`src/rtl/btn_debounce_step_pkg.sv`:
```
// Shared definitions for the push-button debounce / step-pulse front end.
//   state_t  : 2-bit FSM state encoding (RELEASED=0, PRESS_CHK=1, PRESSED=2,
//              RELEASE_CHK=3)
//   max_int  : constant helper used to size the repeat counter
package btn_debounce_step_pkg;

  typedef enum logic [1:0] {
    RELEASED    = 2'd0,
    PRESS_CHK   = 2'd1,
    PRESSED     = 2'd2,
    RELEASE_CHK = 2'd3
  } state_t;

  function automatic int max_int(input int a, input int b);
    if (a > b) begin
      return a;
    end else begin
      return b;
    end
  endfunction

endpackage

```
`src/rtl/btn_debounce_step_sync_2ff.sv`:
```
// Reusable two-flop synchroniser for a single asynchronous bit.
//   clk : sampling clock
//   rst : synchronous active-high reset; both flops load RESET_VAL
//   d   : asynchronous input
//   q   : synchronised output (two cycles of latency)
module sync_2ff #(
  parameter logic RESET_VAL = 1'b0
) (
  input  logic clk,
  input  logic rst,
  input  logic d,
  output logic q
);

  logic sync1_r;
  logic sync2_r;

  // Two-stage metastability filter.
  always_ff @(posedge clk) begin
    if (rst) begin
      sync1_r <= RESET_VAL;
      sync2_r <= RESET_VAL;
    end else begin
      sync1_r <= d;
      sync2_r <= sync1_r;
    end
  end

  assign q = sync2_r;

endmodule

```
`src/rtl/btn_debounce_step.sv`:
```
// Push-button front end: synchronises a raw button, debounces it with a
// cycle-count qualifier and emits single-cycle press / release / auto-repeat
// pulses. step_pulse (press OR repeat) drives a downstream counter enable.
//   clk           : clock
//   rst           : synchronous active-high reset
//   btn_in        : raw asynchronous button, active-high
//   btn_level     : debounced level (1 while PRESSED or RELEASE_CHK)
//   press_pulse   : one cycle on an accepted press
//   release_pulse : one cycle on an accepted release
//   repeat_pulse  : one cycle per auto-repeat while held
//   step_pulse    : press_pulse | repeat_pulse
module btn_debounce_step
  import btn_debounce_step_pkg::*;
#(
  parameter int DEBOUNCE_CYCLES      = 100000,
  parameter int REPEAT_EN            = 1,
  parameter int REPEAT_DELAY_CYCLES  = 50000000,
  parameter int REPEAT_PERIOD_CYCLES = 10000000
) (
  input  logic clk,
  input  logic rst,
  input  logic btn_in,
  output logic btn_level,
  output logic press_pulse,
  output logic release_pulse,
  output logic repeat_pulse,
  output logic step_pulse
);

  localparam int DB_W    = (DEBOUNCE_CYCLES > 1) ? $clog2(DEBOUNCE_CYCLES) : 1;
  localparam int RPT_MAX = max_int(REPEAT_DELAY_CYCLES, REPEAT_PERIOD_CYCLES);
  localparam int RPT_W   = (RPT_MAX > 1) ? $clog2(RPT_MAX) : 1;

  localparam logic [DB_W-1:0]  DB_LAST     = DB_W'(DEBOUNCE_CYCLES - 1);
  localparam logic [DB_W-1:0]  DB_ONE      = DB_W'(1);
  localparam logic [RPT_W-1:0] DELAY_LAST  = RPT_W'(REPEAT_DELAY_CYCLES - 1);
  localparam logic [RPT_W-1:0] PERIOD_LAST = RPT_W'(REPEAT_PERIOD_CYCLES - 1);
  localparam logic [RPT_W-1:0] RPT_ONE     = RPT_W'(1);

  logic sync2_s;

  state_t           state_r,   state_nx;
  logic [DB_W-1:0]  db_cnt_r,  db_cnt_nx;
  logic [RPT_W-1:0] rpt_cnt_r, rpt_cnt_nx;
  // Set once the initial repeat delay has elapsed; selects the period threshold.
  logic             armed_r,   armed_nx;

  logic level_r,   level_nx;
  logic press_r,   press_nx;
  logic release_r, release_nx;
  logic repeat_r,  repeat_nx;
  logic step_r,    step_nx;

  logic [RPT_W-1:0] rpt_last_s;

  sync_2ff #(
    .RESET_VAL(1'b0)
  ) u_sync (
    .clk(clk),
    .rst(rst),
    .d  (btn_in),
    .q  (sync2_s)
  );

  // State, counters and registered outputs.
  always_ff @(posedge clk) begin
    if (rst) begin
      state_r   <= RELEASED;
      db_cnt_r  <= '0;
      rpt_cnt_r <= '0;
      armed_r   <= 1'b0;
      level_r   <= 1'b0;
      press_r   <= 1'b0;
      release_r <= 1'b0;
      repeat_r  <= 1'b0;
      step_r    <= 1'b0;
    end else begin
      state_r   <= state_nx;
      db_cnt_r  <= db_cnt_nx;
      rpt_cnt_r <= rpt_cnt_nx;
      armed_r   <= armed_nx;
      level_r   <= level_nx;
      press_r   <= press_nx;
      release_r <= release_nx;
      repeat_r  <= repeat_nx;
      step_r    <= step_nx;
    end
  end

  // Next-state, counter updates and next-cycle pulse values.
  always_comb begin
    state_nx   = state_r;
    db_cnt_nx  = db_cnt_r;
    rpt_cnt_nx = rpt_cnt_r;
    armed_nx   = armed_r;
    press_nx   = 1'b0;
    release_nx = 1'b0;
    repeat_nx  = 1'b0;

    if (armed_r) begin
      rpt_last_s = PERIOD_LAST;
    end else begin
      rpt_last_s = DELAY_LAST;
    end

    case (state_r)
      RELEASED: begin
        if (sync2_s) begin
          state_nx  = PRESS_CHK;
          db_cnt_nx = '0;
        end else begin
          state_nx  = RELEASED;
        end
      end

      PRESS_CHK: begin
        if (!sync2_s) begin
          state_nx = RELEASED;
        end else if (db_cnt_r == DB_LAST) begin
          state_nx   = PRESSED;
          press_nx   = 1'b1;
          rpt_cnt_nx = '0;
          armed_nx   = 1'b0;
        end else begin
          db_cnt_nx = db_cnt_r + DB_ONE;
        end
      end

      PRESSED: begin
        // A falling input takes priority over a repeat due on the same edge.
        if (!sync2_s) begin
          state_nx  = RELEASE_CHK;
          db_cnt_nx = '0;
        end else if (REPEAT_EN != 0) begin
          if (rpt_cnt_r == rpt_last_s) begin
            repeat_nx  = 1'b1;
            rpt_cnt_nx = '0;
            armed_nx   = 1'b1;
          end else begin
            rpt_cnt_nx = rpt_cnt_r + RPT_ONE;
          end
        end else begin
          rpt_cnt_nx = rpt_cnt_r;
        end
      end

      RELEASE_CHK: begin
        // Returning to PRESSED keeps the repeat counter where it was frozen.
        if (sync2_s) begin
          state_nx = PRESSED;
        end else if (db_cnt_r == DB_LAST) begin
          state_nx   = RELEASED;
          release_nx = 1'b1;
        end else begin
          db_cnt_nx = db_cnt_r + DB_ONE;
        end
      end

      default: begin
        state_nx   = RELEASED;
        db_cnt_nx  = '0;
        rpt_cnt_nx = '0;
        armed_nx   = 1'b0;
      end
    endcase

    level_nx = (state_nx == PRESSED) || (state_nx == RELEASE_CHK);
    step_nx  = press_nx | repeat_nx;
  end

  assign btn_level     = level_r;
  assign press_pulse   = press_r;
  assign release_pulse = release_r;
  assign repeat_pulse  = repeat_r;
  assign step_pulse    = step_r;

endmodule

```
`config.mk`:
```
export PLATFORM = sky130hd
export DESIGN_NAME = btn_debounce_step
export DESIGN_NICKNAME = d
export VERILOG_FILES = /design/src/rtl/btn_debounce_step_pkg.sv /design/src/rtl/btn_debounce_step_sync_2ff.sv /design/src/rtl/btn_debounce_step.sv
export SDC_FILE = /design/constraint.sdc
export NUM_CORES = 1
export LEC_CHECK = 0
export BUFFER_PORTS_ARGS = -buffer_cell sky130_fd_sc_hd__buf_2
export CORE_UTILIZATION = 41
export DETAILED_ROUTE_END_ITERATION = 12
export HOLD_SLACK_MARGIN = 0.1
export PLACE_DENSITY = 0.68
export SYNTH_ARGS = -nofsm -noshare
export SYNTH_HDL_FRONTEND = slang
export SYNTH_SLANG_ARGS = --single-unit
```
`constraint.sdc`:
```
create_clock -name clk -period 3.4 [get_ports clk]
set_clock_uncertainty 0.1 [all_clocks]
set_input_delay 0.68 -clock clk [delete_from_list [all_inputs] [get_ports clk]]
set_output_delay 0.68 -clock clk [all_outputs]
set_load 0.02 [all_outputs]
```
Word-level counts from Yosys, hierarchy flattened:

Index checks and enable logic that the tools add are counted.

* register bits: 53
* bits of input ports: 3
* output and inout bits: 5

* add/subtract/negate cells: 2
* equal/unequal tests: 14
* multiplexer cells: 30
* bitwise logic cells: 2
* reduce and logical (&&, ||, !) cells: 7

Operator list (number)
* $mux W26: 5
* $mux W17: 5
* $pmux W17 S4: 1
* $pmux W26 S2: 1
* $add A26 B1 Y26 const B: 1
* $eq A26 B26 Y1: 1
* $add A17 B1 Y17 const B: 1
* $eq A17 B17 Y1 const B: 1
* $mux W1: 11
* $mux W2: 5
* $eq A2 B2 Y1 const B: 4
* $ne A2 B2 Y1 const B: 4
* $pmux W2 S4: 1
* $reduce_and A4 Y1: 2
* $ne A2 B1 Y1 const B: 3
* $reduce_and A5 Y1: 1
* $reduce_or A3 Y1: 1
* $eq A2 B1 Y1 const B: 1
* $logic_not A2 Y1: 1
* $pmux W1 S2: 1
* $reduce_bool A2 Y1: 1
* $logic_or A1 B1 Y1: 1
* $not A1 Y1: 1
* $or A1 B1 Y1: 1

Longest topological paths before layout:

Gate-level depths: netlist of the first run.

* word-level depth: 6
* mapped depth: 8

Modules after synthesis:

A second synthesis of the first run with hierarchy kept.

* cell total of the unflattened synthesis: 341
* area, all modules: 2850.2 um^2

Modules (own cells, without submodules)
* btn_debounce_step: instances 1, cells an instance 337, area each 2797.7 um^2, seq. area each 1001.0 um^2
* sync_2ff: instances 1, cells an instance 4, area each 52.6 um^2, seq. area each 40.0 um^2

Worst setup path before layout of the first run:

OpenSTA, ideal clock, no wires.

* path kind: register to register
* start point: register db_cnt_r[0]
* end point: register rpt_cnt_r[24]
* arrival: 1910 ps
* data required time: 3230 ps
* setup slack: 1320 ps
* cell stages (with the launch flop): 8
* clock period less this slack: 2080 ps
* cell sequence: dfxtp_1 ha_1 nand2_1 nor4_4 a32oi_1 buf_2 or4_1 a21oi_1

* word-level cells in the longest chain between the ends: 3

Ends and longest elaborated chain
* start, declared: RTL line btn_debounce_step.sv:43 `logic [DB_W-1:0] db_cnt_r, db_cnt_nx;`
* start signal, assigned: RTL line btn_debounce_step.sv:79 `db_cnt_r <= db_cnt_nx;`
* $eq A17 B17 Y1: RTL line btn_debounce_step.sv:119 `end else if (db_cnt_r == DB_LAST) begin`
* $ne A2 B2 Y1 (no line)
* $reduce_and A4 Y1 (no line)
* end signal, assigned: RTL line btn_debounce_step.sv:80 `rpt_cnt_r <= rpt_cnt_nx;`
* end, declared: RTL line btn_debounce_step.sv:44 `logic [RPT_W-1:0] rpt_cnt_r, rpt_cnt_nx;`

No other way between the ends.
A chain may end at the register's enable or synchronous reset.

Worst setup path after layout of the first run:

* start point: register db_cnt_r[0]
* end point: register db_cnt_r[3]

* word-level cells in the longest chain between the ends: 4

Ends and longest elaborated chain
* $add A17 B1 Y17 or $eq A17 B17 Y1 (tied branches)
* $mux W17 *: RTL line btn_debounce_step.sv:119, btn_debounce_step.sv:151
* $mux W17 (on tied branches): RTL line btn_debounce_step.sv:149, btn_debounce_step.sv:117
* $pmux W17 S4 *: RTL line btn_debounce_step.sv:106 `case (state_r)`

Mark *: on every way between the ends. The rest lies on a longest branch, timed or not. The select of a mux whose other input is x is not followed.

==> results of run 1 <==
[area by class of cell]
type | instances | area, sq um
fillers | 608 | 3220
multi-input cells | 242 | 1480
flip-flops and latches | 52 | 1040
well taps | 75 | 93.8
clock buffers | 5 | 68.8
repair buffers | 9 | 50.0
clock inverters | 3 | 42.5
inverters | 8 | 30.0
[worst min-delay path by stage]
stage,from,end,slack (ps),depth (start not counted)
2_1_floorplan,u_sync.sync1_r,u_sync.q,310,1
3_3_place_gp,u_sync.sync1_r,u_sync.q,320,1
3_5_place_dp,u_sync.sync1_r,u_sync.q,330,1
4_1_cts,u_sync.sync1_r,u_sync.q,360,1
5_1_grt,u_sync.sync1_r,u_sync.q,370,1
6_report,u_sync.sync1_r,u_sync.q,360,1
[through the flow]
step | utilization [%] | hold slack, ps
floorplan | - | 314
global placement | 44.7 | 318
detailed placement | 44.7 | 335
CTS | 46.5 | 356
global route | 46.5 | 367
finish | 46.5 | 355
[power by group]
| part | internal, mW | leakage (nW) | switching [mW] |
|---|---|---|---|
| Clock | 0.218 | 0.0541 | 0.216 |
| Combinational | 0.00558 | 0.384 | 0.0167 |
| Sequential | 0.610 | 0.419 | 0.00197 |
| Total | 0.834 | 0.857 | 0.234 |
[metal layers]
metal	GRT usage [%]	wire length [um]	vias up
li1	-	-	1205
met4	5.79	101	0
met1	24.1	2720	1155
met5	0	0	-
met3	3.00	169	9
met2	29.9	2750	43
[cells in the mapped netlist (2+ instances only)]
master    number  share of area [%]
a21oi_1       38                7.3
a31oi_1        2               0.48
and2_1         2               0.48
and3_1         9                2.2
and4_1         3                1.0
buf_1          2               0.29
buf_2          5               0.96
clkbuf_1       8                1.1
dfxtp_1       52                 40
ha_1           2               0.96
inv_1          8                1.1
nand2_1       31                4.5
nand2b_1       3               0.72
nand3_1       16                3.1
nand4_1       10                2.4
nor2_1        13                1.9
nor2b_1        4               0.96
nor3_1         4               0.77
nor3b_1        2               0.57
nor4_1         4               0.96
o21ai_0       22                4.2
o31ai_1       13                3.7
or3_1         23                5.5
or4_1         17                4.9
xnor2_1        3                1.0
xor2_1         2               0.67
[worst max-delay path: cells and delay by family, from the launching register on]
kind / cells / cell delay (ps)
AOI/OAI and AO/OA: 3 / 1160
and+or+nand+nor: 2 / 650
DFF: 1 / 380
adders and majority gates: 1 / 180
[sequential cells by signal, summed over array words and instances, names as in the netlist]
name            count
state_r             2
step_pulse          1
rpt_cnt_r          26
u_sync.sync1_r      1
u_sync.q            1
db_cnt_r           17
press_pulse         1
repeat_pulse        1
armed_r             1
release_pulse       1
[cell families after synthesis]
family | share of synthesized area (%)
AO/OA/AOI/OAI | 19.5
XOR/XNOR | 1.68
adder cells (fa/ha/maj) | 0.957
buffers and inverters | 3.97
flip-flops | 39.8
multiplexers | 0.383
AND/OR/NAND/NOR | 33.7
==> metrics.md, run 1 <==
| Metric | Value |
|---|---|
| Summed negative setup slack over all endpoints | `0 ps` |
| Prevailing post-synth register cell | `dfxtp_1` |
| Overall power | `1.07 mW` |
| Peak fanout along the critical path | `15` |
| Count of unique library cells instantiated by Yosys | `46` |
| Status | `finished clean` |
| Syn_nets | `323` |
| Register-to-register path setup slack | `850 ps` |
| Clock latency on the worst-skew pair | `310 ps` |
| Vias per inst | `6.12` |
| Number of buffers added to fix hold violations after cts | `0` |
| Destination of the worst register-to-register timing path | `db_cnt_r[3]` |
| Unrepaired setup endpoints after global routing | `false` |
| Standby leakage power | `0.857 nW` |
| Slowest cell on crit path | `o21ai_1` |
| Most used cells in the layout excluding fill and tap cells | `dfxtp_1 (52), a21oi_1 (38), nand2_1 (31)` |
| Wire length of the first global-routing pass | `9.64 mm` |
| Number of cells in the design after placement | `386` |
| Slowest stage delay, CP | `760 ps` |
| Worst path cell trace | `ha_1 > nand2_1 > or4_1 > o21ai_1 > o21ai_0 > a21oi_1` |
| FP Rows | `28` |
| DRC errors left | `0` |
| GRT Overall Usage | `18.2%` |
| EDFF count, synth | `0` |
| End of the critical path | `db_cnt_r[3]` |
| Cell Count, Final, Fillers Out | `394` |
| Cell area after layout | `2800 sq um` |
| Post-CTS resize count | `0` |
| Cell Area, Synth | `2610 sq um` |
| Sequential fraction of the synthesis area | `39.8%` |
| Final HPWL DP | `3.83 mm` |
| Number of primary I/O pins | `8` |
| Die outline height | `81.8 um` |
| Worst-case clock buffer depth | `2` |
| Antenna viol nets, final | `0` |
| Clock tree sinks | `52` |
| Worst EP required | `3540 ps` |
| Maximum number of pins on one net before global-route repair | `48` |
| Hold Vio Cnt, Final | `0` |
| Buffer type at the clock tree root | `clkbuf_8` |
| Number of H-tree levels | `2` |
| Worst-Margin Slew | `937 ps` |
| Final weighted congestion in routability-driven placement | `0.807` |
| Final WS setup | `853 ps` |
| Routed vias | `2,412` |
| Worst Setup Slack post-DPL | `916 ps` |
| Initial standard-cell utilization of the core | `43.4%` |
| Number of antenna violations at the first check in global routing | `0` |
| Final worst path period share | `74.9%` |
| Input/output buffers | `7` |
| Post-synthesis sequential element count | `52` |
| Final number of max-transition violations | `0` |
| CTS tree | `yes` |
| Net count reported at finish | `323` |
| Final routed wire length divided by cell count | `14.6 um` |
| Worst reg2reg path depth | `6` |
| Worst R2R Start | `db_cnt_r[0]` |
| Data arrival at the endpoint of the critical path | `2690 ps` |
| DR iter-0 viols | `142` |
| Die area | `6700 sq um` |
| Total power per unit cell area | `381 nW/um^2` |
| Worst setup SP type | `flop` |
| Post-CTS setup-driven buffer insertion count | `0` |
| Worst slew margin relative to its limit | `37.1%` |
| Num CTS Buffers | `5` |
| Leading cell type in the layout, fill and taps excluded | `dfxtp_1` |
| Core Box Area | `6030 sq um` |
| Wirelength, routed | `5.74 mm` |
| Clk pin slew, worst setup/hold paths | `100 ps` |
| Share of post-route cells with drive strength above 1 | `6.90%` |
| Antenna Cells | `0` |
| Upper clock frequency limit | `0.393 GHz` |
| Share of synthesized flip-flops with an asynchronous set or reset | `0%` |
| Number of global-route vias before repair | `2,073` |
| Cell area after placement | `2690 sq um` |
| Crit. Startpoint | `db_cnt_r[0]` |
| Cell count after synthesis | `318` |
| CP Capture Type | `flop` |
| Total of endpoints with negative setup slack in the final report | `0` |
| Count of max-cap constraint violations | `0` |
| Layout overhead on the synthesized area | `7.23%` |
| Worst ir drop on vdd | `0.322 mV` |
| Avg Inst Size Synth | `8.22 sq um` |
| Iteration count of the initial detailed-routing pass | `4` |
| Total of warnings raised by yosys | `0` |
| Remaining global-route overflow | `0` |
| Width of the die | `81.8 um` |
| Worst hold-check path type | `reg2reg` |
| Critical Setup Path Class | `reg2reg` |
| Final critical path time including I/O delays and setup | `2550 ps` |
Note: power is estimated with default switching activity, not from simulation.
==> inputs of run 2 (changes only) <==
==> constraint.sdc (replaced) <==
create_clock -name clk -period 2.7 [get_ports clk]
set_clock_uncertainty 0.1 [all_clocks]
set_input_delay 0.54 -clock clk [delete_from_list [all_inputs] [get_ports clk]]
set_output_delay 0.54 -clock clk [all_outputs]
set_load 0.02 [all_outputs]
==> run 2 against run 1 <==
Net effect: critical path depth increased by 1; sequential share of layout area increased by 0.067 points; largest power group unchanged; fmax increased by 7.0%; clock power increased by 6.5%; final area decreased by 0.18%; cell count increased by 0.25%; worst setup slack got worse by 530 ps; power increased by 18%; routed wire length decreased by 2.7%; sequential power increased by 26%; clock-buffer cell count increased by 1; global-route usage decreased by 0.91 points.
==> metrics.md, run 2 (synthesized netlist as in run 1, its figures left out) <==
| Metric | Value |
|---|---|
| Status | `finished clean` |
| Flip-flop count of the largest register after layout | `26` |
| Final weighted congestion in routability-driven placement | `0.802` |
| CP Capture Type | `flop` |
| Antenna Cells | `0` |
| Upper clock frequency limit | `0.420 GHz` |
| Number of H-tree levels | `2` |
| Register-to-register path setup slack | `320 ps` |
| Cell area after placement | `2710 sq um` |
| Post-CTS resize count | `0` |
| WHS | `338 ps` |
| Data arrival at the endpoint of the critical path | `2530 ps` |
| Worst-case clock buffer depth | `2` |
| Number of global-route vias before repair | `2,016` |
| Largest delay contributor family on the critical path | `simple AND/OR/NAND/NOR gates` |
| Worst hold-check path type | `in2reg` |
| Routed vias | `2,316` |
| Worst setup SP type | `flop` |
| FP Rows | `28` |
| Layout overhead on the synthesized area | `7.04%` |
| Die area | `6700 sq um` |
| Wire length of the first global-routing pass | `9.06 mm` |
| Clk pin slew, worst setup/hold paths | `90 ps` |
| Post-CTS setup-driven buffer insertion count | `0` |
| Die outline height | `81.8 um` |
| Wirelength, routed | `5.59 mm` |
| CTS tree | `yes` |
| Width of the die | `81.8 um` |
| Clock tree sinks | `52` |
| Total of endpoints with negative setup slack in the final report | `0` |
| Number of antenna violations at the first check in global routing | `0` |
| Maximum number of pins on one net before global-route repair | `48` |
| Summed negative setup slack over all endpoints | `0 ps` |
| Total routed wire length on the met1 layer | `2.73 mm` |
| Worst EP required | `2850 ps` |
| Final routed wire length divided by cell count | `14.1 um` |
| Clock latency on the worst-skew pair | `310 ps` |
| Fill count | `581` |
| Worst ir drop on vdd | `0.258 mV` |
| Highest routed layer | `met4` |
| Number of buffers added to fix hold violations after cts | `0` |
| Buffer type at the clock tree root | `clkbuf_8` |
| Remaining global-route overflow | `0` |
| Footprint of the multi-input gates | `1480 sq um` |
| DR iter-0 viols | `120` |
| Iteration count of the initial detailed-routing pass | `4` |
| Standby leakage power | `0.860 nW` |
| Peak fanout along the critical path | `47` |
| Input/output buffers | `7` |
| Antenna viol nets, final | `0` |
| Final critical path time including I/O delays and setup | `2380 ps` |
| Core Box Area | `6030 sq um` |
| Unrepaired setup endpoints after global routing | `false` |
| Initial standard-cell utilization of the core | `43.4%` |
| Hold Vio Cnt, Final | `0` |
| Worst Path Buf+Inv | `1` |
| Num CTS Buffers | `5` |
| Number of primary I/O pins | `8` |
| Slowest cell on crit path | `or4_1` |
| Net count reported at finish | `325` |
| Metal2 WL | `2.65 mm` |
| Critical Setup Path Class | `reg2reg` |
| GRT Overall Usage | `17.3%` |
| Largest registers | `rpt_cnt_r: 26 flops, db_cnt_r: 17 flops, state_r: 2 flops` |
| Total power per unit cell area | `451 nW/um^2` |
| Area of all sequential standard cells | `1040 sq um` |
| Vias per inst | `5.86` |
| Final worst path period share | `88.1%` |
| Worst-Margin Slew | `586 ps` |
| Final HPWL DP | `3.81 mm` |
| Final number of max-transition violations | `0` |
| Cell area after layout | `2800 sq um` |
| Slowest stage delay, CP | `540 ps` |
| Leading cell type in the layout, fill and taps excluded | `dfxtp_1` |
| Count of max-cap constraint violations | `0` |
| Worst slew margin relative to its limit | `59.9%` |
| Register ranked first by flip-flop count | `rpt_cnt_r` |
| DR WL met3 | `146 um` |
| DRC errors left | `0` |
| Most used cells in the layout excluding fill and tap cells | `dfxtp_1 (52), a21oi_1 (38), nand2_1 (31)` |
| Share of post-route cells with drive strength above 1 | `7.19%` |
| Worst path cell trace | `ha_1 > nand2_1 > nor4_4 > a32oi_2 > buf_4 > or4_1 > a21oi_1` |
-- run 2: path summary, 6_finish.rpt --
check | from | end | cells after the start
setup / recovery | db_cnt_r[0] | rpt_cnt_r[13] | 7
hold / removal | btn_in | u_sync.sync1_r | 2
hold reg to reg | u_sync.sync1_r | u_sync.q | 1
setup reg to reg | db_cnt_r[0] | rpt_cnt_r[13] | 7
-- run 2: through the flow --
stage                     util (%)  setup slack [ps]  power (mW)  std cells
after global placement        44.9               417       0.818        388
after CTS                     46.4               337        1.27        395
final                         46.4               320        1.26        395
after detailed placement      44.9               360       0.818        388
after floorplan                  -               620       0.809        318
after global routing          46.4              86.9        1.30        395
-- run 2: layout make-up --
cell class	count	area share [%]
Inverter	8	1.07
Clock inverter	1	0.313
Timing Repair Buffer	11	2.33
Sequential cell	52	37.2
Clock buffer	6	2.95
Multi-Input combinational cell	242	52.8
Tap cell	75	3.35
-- run 2: layer usage --
| layer | GRT usage, % | vias up |
|---|---|---|
| met5 | 0 | - |
| met4 | 4.21 | 0 |
| met3 | 3.89 | 7 |
| met2 | 30.7 | 22 |
| met1 | 20.9 | 1085 |
| li1 | - | 1202 |
-- run 2: worst register-to-register path, delay by kind of cell (launching register included) --
| kind | cells | cell delay, ps |
|---|---|---|
| buf+inv | 1 | 270 |
| flops | 1 | 380 |
| fa+ha+maj | 1 | 180 |
| simple gates | 3 | 1080 |
| compound gates | 2 | 310 |
-- run 2: power by group --
| part | total [mW] | internal [mW] | switching [mW] |
|---|---|---|---|
| combinational | 0.0287 | 0.00773 | 0.0210 |
| clock | 0.462 | 0.205 | 0.257 |
| sequential | 0.771 | 0.768 | 0.00251 |
| total | 1.26 | 0.981 | 0.281 |
